$ cat src/rtl/param_updown_counter.sv
// rtl/param_updown_counter.sv - modulo-MOD up/down counter with load, terminal count and wrap pulse
// Define UPDN_CNT_SAT_EN to saturate at 0 / MOD-1 instead of wrapping around.
module param_updown_counter #(
   parameter int WIDTH = 4,
   parameter int MOD   = 16
) (
   input  logic             clk,
   input  logic             rst,
   input  logic             en,
   input  logic             up_dn,
   input  logic             load,
   input  logic [WIDTH-1:0] din,
   output logic [WIDTH-1:0] q,
   output logic             tc,
   output logic             wrap,
   output logic             dir_q
);

   // One spare bit so MOD-1 and din compare safely when MOD == 2**WIDTH.
   localparam logic [WIDTH:0]   MAX_CNT = (WIDTH+1)'(MOD - 1);
   localparam logic [WIDTH-1:0] MAX_Q   = MAX_CNT[WIDTH-1:0];

   logic [WIDTH:0]   q_ext;
   logic [WIDTH:0]   din_ext;
   logic             at_top;
   logic             at_bot;
   logic [WIDTH-1:0] load_val;
   logic [WIDTH-1:0] q_step;

   assign q_ext   = {1'b0, q};
   assign din_ext = {1'b0, din};
   assign at_top  = (q_ext == MAX_CNT);
   assign at_bot  = (q_ext == '0);
   assign tc      = en & (up_dn ? at_top : at_bot);

   assign load_val = (din_ext > MAX_CNT) ? MAX_Q : din;

   always_comb begin
      q_step = q;
`ifdef UPDN_CNT_SAT_EN
      if (tc)
         q_step = q;
      else if (up_dn)
         q_step = q + WIDTH'(1);
      else
         q_step = q - WIDTH'(1);
`else
      if (up_dn)
         q_step = at_top ? '0 : q + WIDTH'(1);
      else
         q_step = at_bot ? MAX_Q : q - WIDTH'(1);
`endif
   end

   // A limit hit (wrap or saturation hold) is exactly tc on an unloaded edge.
   always_ff @(posedge clk) begin
      if (rst) begin
         q     <= '0;
         wrap  <= 1'b0;
         dir_q <= 1'b1;
      end else if (load) begin
         q     <= load_val;
         wrap  <= 1'b0;
      end else if (en) begin
         q     <= q_step;
         wrap  <= tc;
         dir_q <= up_dn;
      end else begin
         wrap  <= 1'b0;
      end
   end

endmodule

$ cat config.mk
export PLATFORM = sky130hd
export DESIGN_NAME = param_updown_counter
export DESIGN_NICKNAME = d
export VERILOG_FILES = /design/src/rtl/param_updown_counter.sv
export SDC_FILE = /design/constraint.sdc
export NUM_CORES = 1
export LEC_CHECK = 0
export ABC_AREA = 1
export CORE_AREA = 2 2 39 41
export DETAILED_ROUTE_END_ITERATION = 8
export DIE_AREA = 0 0 41 43
export RECOVER_POWER = 25
export SLEW_MARGIN = 10
export SYNTH_ARGS = -nofsm -noshare
export SYNTH_HDL_FRONTEND = slang
export SYNTH_SLANG_ARGS = --single-unit
$ cat constraint.sdc
create_clock -name clk -period 1.6 [get_ports clk]
set_input_delay 0.16 -clock clk [delete_from_list [all_inputs] [get_ports clk]]
set_output_delay 0.16 -clock clk [all_outputs]
set_load 0.03 [all_outputs]
==> impl_results.md, run 1 <==
- Status: complete, no violations
- Worst Tran Pin Value: approximately 0.31 ns
- Synthesized instance count: 62
- Syn avg cell area: 6.64 um^2
- Mapped Area: 412 um^2
- Final hold violation count: 0
- Clk_lat worst skew: 0.25 ns
- CP max FO: 4
- Drt via density: between 4 and 5
- Clk pwr share: about 29%
- Synthesized flop and latch total: 6
- CTS clk-pin slew, worst paths: 0.05 ns
- # setup viols final: 0
- Vias in the first global route: between 400 and 500
- Sequential area share after synthesis: ~30%
- GP Congestion: 0.849
- Worst slew margin: 79.1%
- Mapped Nets: 73
- Htree depth: 1
- Final setup TNS: 0 ns
- DR iter-0 viols: 29
- Pint: 0.000329 W
- Cell area power density: ~730 nW/um^2
- Final Total Pwr: 0.000490 W
- Synth top area share: 29.2%
- Final period util: 98.7%
- Drt drc: 0
- Seq pwr share: 35.5%
- Initial antenna violation count: 0
- Design area: 672 um^2
- HP Class: input port to flip-flop
- Final Skew: 0.00514 ns
- CTS tree: yes
- Critical Path Source Type: flip-flop
- Die height: roughly 43 um
- DR WL/cell: approximately 11 um
- RSZ-0062 raised after global routing: yes
- Post-Route WL: roughly 1.1 mm
- Pins Over Slew Limit: 0
- DP Area: between 500 and 600 um^2
- Psw: 0.000160 W
- I/O Buffers: 15
- DR vias: around 500
- Maxcap violations: 0
- Initial Utilization: 29.7%
- Core ar.: between 1000 and 1500 um^2
- Number of diodes: 0
- Peak supply drop: 365 uV
- Static leakage: 0.315 nW
- Fin nets: 99
- Rows: 14
- Post-layout min period: 1.58 ns
- IO Count: 16
- Synth cell types: 16
- GRT overflow: 0
- Final Util: roughly half
- Yosys warns: 0
- Most common cell after layout, fill and taps aside: nand2_1
- Cts bufs inserted: 3
- DPL Wire Length: approximately 760 um
- Top cell type by total area after synthesis: dfxtp_1
- GRT Total Usage: 16.5%
- Area grow syn2layout: 63.2%
- Clk sink count: 6
- Kind of critical path: flip-flop to output port
- Switch share: 32.7%
- Die ar.: 1760 um^2
- Crit path DAT: 1.42 ns
- Ranking of synthesized cells by area: dfxtp_1 (29%), nand2_1 (16%), inv_1 (9.1%)
- Layout cells sized above 1: 23.3%
- FMAX: 633 MHz
- Die width: 41 um
- Root Buffer: clkbuf_4
- Critical path endpoint category: output port
- # hold bufs at CTS: 0
- Most frequent cells in the layout: nand2_1 (17), clkdlybuf4s50_1 (13), inv_1 (9)
- First-pass GRT wire length: 1.88 mm
- First-pass detailed-route iteration total: 4
- Post-route ant nets: 0
- Clk buf depth: 2
- Gate power share: 35.6%
- Largest net degree at the start of global routing: 8
- Worst Path Required: 1.44 ns
[routing by layer]
layer  wire length, um  track usage (%)
met1               460             21.3
met2               566             21.3
met3                41             4.71
met4                31             14.0
met5                 0                0
[worst max-delay path, cell delays in order (launching register included)]
cell and delay [ns]:
dfxtp_4 0.38, buf_4 0.13, clkdlybuf4s50_1 0.66
[cells in the mapped netlist, drive strengths merged]
library cell,instances
a211o,1
a21oi,5
a22oi,1
a31oi,2
buf,1
dfxtp,6
ha,2
inv,10
nand2,17
nand3,7
nand4,1
nor2,6
nor3,1
xnor2,2
[layout make-up]
class | count | area (um^2)
sequential | 6 | 128
fill | 136 | 712
tap | 16 | 20.0
clock buffer | 3 | 22.5
inverter | 10 | 40.0
timing repair buffer | 22 | 206
multi-input combinational | 45 | 255
[metrics by stage]
stage / cells / hold slack, ns / worst slack [ns]
after floorplan: 62 / 0.229 / 0.0804
after global placement: 94 / 0.457 / 0.139
after detailed placement: 94 / 0.472 / 0.125
after CTS: 98 / 0.477 / 0.00303
after global routing: 102 / 0.496 / -0.0273
final: 102 / 0.480 / 0.0201
[cells by family (layout without fill, tap and decap cells)]
family,Yosys count,in the layout,synth area share (%)
compound gates,9,9,14.0
xor+xnor,2,2,4.26
fa+ha+maj,2,2,6.08
buf+inv,11,35,11.9
flops,6,6,29.2
simple gates,32,32,34.6
[power by group through the flow]
stage                     registers, W  logic (W)  clock network (W)
after global routing          0.000175   0.000194           0.000161
after CTS                     0.000174   0.000159           0.000150
final                         0.000174   0.000175           0.000141
after floorplan               0.000195  0.0000731                  0
after detailed placement      0.000177   0.000154                  0
after global placement        0.000177   0.000154                  0
[registers in the layout (all words and copies together), names as in the netlist]
register  count
dir_q         1
q             4
wrap          1
[path summary, 6_finish.rpt]
path                                         start            endpoint  slack (ns)  depth (start not counted)
worst max-delay path             q[0]$_SDFFE_PP0P_                q[0]        0.02                          2
worst min-delay path                        din[0]   q[0]$_SDFFE_PP0P_        0.48                          3
worst max register to register   q[0]$_SDFFE_PP0P_   q[2]$_SDFFE_PP0P_        0.26                          9
worst min register to register  dir_q$_SDFFE_PP1P_  dir_q$_SDFFE_PP1P_        0.48                          1
[what timing repair did]
item	4_1_cts	5_1_grt
pin swaps	1	1
resized for setup	5	5
endpoints found under the setup margin	1	2
buffers inserted	1	4
Note: power is estimated with default switching activity, not from simulation.
==> run 2: changes to the inputs <==
- GPL_TIMING_DRIVEN: not set -> 0
==> impl_results.md, run 2 (synthesis gave the netlist of run 1 again) <==
- Static leakage: 0.299 nW
- Crit path buffers/inverters: 1
- Reg-to-reg endpoint: q[2]$_SDFFE_PP0P_
- Critical path endpoint category: output port
- GRT overflow: 0
- Final setup TNS: 0 ns
- FMAX: 647 MHz
- Initial Utilization: 29.7%
- Number of diodes: 0
- Final hold violation count: 0
- First-pass detailed-route iteration total: 4
- Final Skew: between 0.002 and 0.003 ns
- HP Start: dir_q$_SDFFE_PP1P_
- Post-route ant nets: 0
- Htree depth: 1
- Reg2Reg Depth: 9
- Drt via density: roughly 5
- Critical Path Source Type: flip-flop
- DR vias: 486
- Drt drc: 0
- GRT Total Usage: between 10% and 20%
- Pins Over Slew Limit: 0
- Worst Tran Pin Value: 0.313 ns
- Rows: 14
- CTS tree: yes
- GP Congestion: 0.726
- Clk_lat worst skew: about 0.24 ns
- Kind of critical path: flip-flop to output port
- HP Class: flip-flop to flip-flop
- Die width: 41 um
- Placed insts: 93
- Final Util: 47.9%
- Die height: 43 um
- Largest net degree at the start of global routing: 8
- Fin nets: 96
- Final non-filler cell total: 99
- Maxcap violations: 0
- Most common cell after layout, fill and taps aside: nand2_1
- Cell area power density: 734 nW/um^2
- Worst slew margin: 79.1%
- Worst hold margin: 0.466 ns
- Setup slack, reg-to-reg: 0.26 ns
- Hold EP: dir_q$_SDFFE_PP1P_
- CP max FO: 7
- Slowest Stage Delay on Critical Path: a little over 0.7 ns
- Initial antenna violation count: 0
- Status: complete, no violations
- CTS clk-pin slew, worst paths: 0.05 ns
- Vias in the first global route: 382
- Post-layout min period: 1.54 ns
- Worst r2r src: q[0]$_SDFFE_PP0P_
- Final Total Pwr: around 0.00049 W
- Most frequent cells in the layout: nand2_1 (14), clkdlybuf4s50_1 (13), inv_1 (8)
- Die ar.: 1760 um^2
- Crit path DAT: 1.38 ns
- Layout cells sized above 1: 26.5%
- Area grow syn2layout: 61.1%
- Max reg flops: 4
- Post-Route WL: 1.01 mm
- Worst Path Required: 1.44 ns
- Hold Path Stages: 1
- DR iter-0 viols: 23
- Root Buffer: clkbuf_4
- Core ar.: between 1000 and 1500 um^2
- Clk sink count: 6
- I/O Buffers: 15
- Critical-path cell list: clkdlybuf4s50_1
- Clk buf depth: 2
- Peak supply drop: 353 uV
- RSZ-0062 raised after global routing: yes
- IO Count: 16
- Slowest stage cell on the critical path: clkdlybuf4s50_1
- # setup viols final: 0
- DR WL/cell: 10.2 um
- First-pass GRT wire length: 1.53 mm
- Final period util: 96.5%
- Cts bufs inserted: 3
- Kind of cell adding the most delay to the critical path: buffers and inverters
- DPL Wire Length: 717 um
- Top reg by flops: q
- Leading registers by flop count: q (4), dir_q (1), wrap (1)
run 2: where the power goes:
group	switching (W)	leakage [nW]	internal, W
Combinational	0.0000886	0.235	0.0000824
Sequential	0.0000154	0.0508	0.000160
Clock	0.0000553	0.0138	0.0000849
run 2: layout make-up:
class                   instances  area, um^2
plain buffers                   1        11.3
clock buffers                   3        22.5
fillers                       148         721
inverters                      10        40.0
multi-input cells              45         265
flip-flops and latches          6         128
well taps                      16        20.0
repair buffers                 18         176
run 2: per-stage QoR:
| step | setup WS [ns] | cell area [um^2] |
|---|---|---|
| 6_report | 0.0553 | 663 |
| 5_1_grt | -0.0191 | 663 |
| 4_1_cts | 0.000720 | 614 |
| 3_5_place_dp | -0.407 | 582 |
| 3_3_place_gp | -0.410 | 582 |
| 2_1_floorplan | 0.0804 | 412 |
run 2: what timing repair did:
item / CTS / global route
setup buffers: 1 / 2
setup endpoints to repair: 1 / 1
gates resized for setup: 9 / 12
pin swaps: 1 / 1
hold endpoints to repair: 0 / 0
hold buffers: 0 / 0
run 2: how the worst max path moves through the flow:
stage / start / end / cells after the start
floorplan: q[1]$_SDFFE_PP0P_ / tc / 7
global placement: up_dn / tc / 7
detailed placement: up_dn / tc / 7
CTS: q[0]$_SDFFE_PP0P_ / tc / 9
global route: q[0]$_SDFFE_PP0P_ / tc / 9
finish: q[3]$_SDFFE_PP0P_ / q[3] / 1
run 2: layer usage:
metal | up-vias | global-route usage (%) | wire (um)
met3 | 0 | 1.57 | 43
met2 | 15 | 18.4 | 527
met4 | 0 | 6.00 | 0
li1 | 245 | - | -
met5 | - | 0 | 0
met1 | 226 | 16.8 | 437
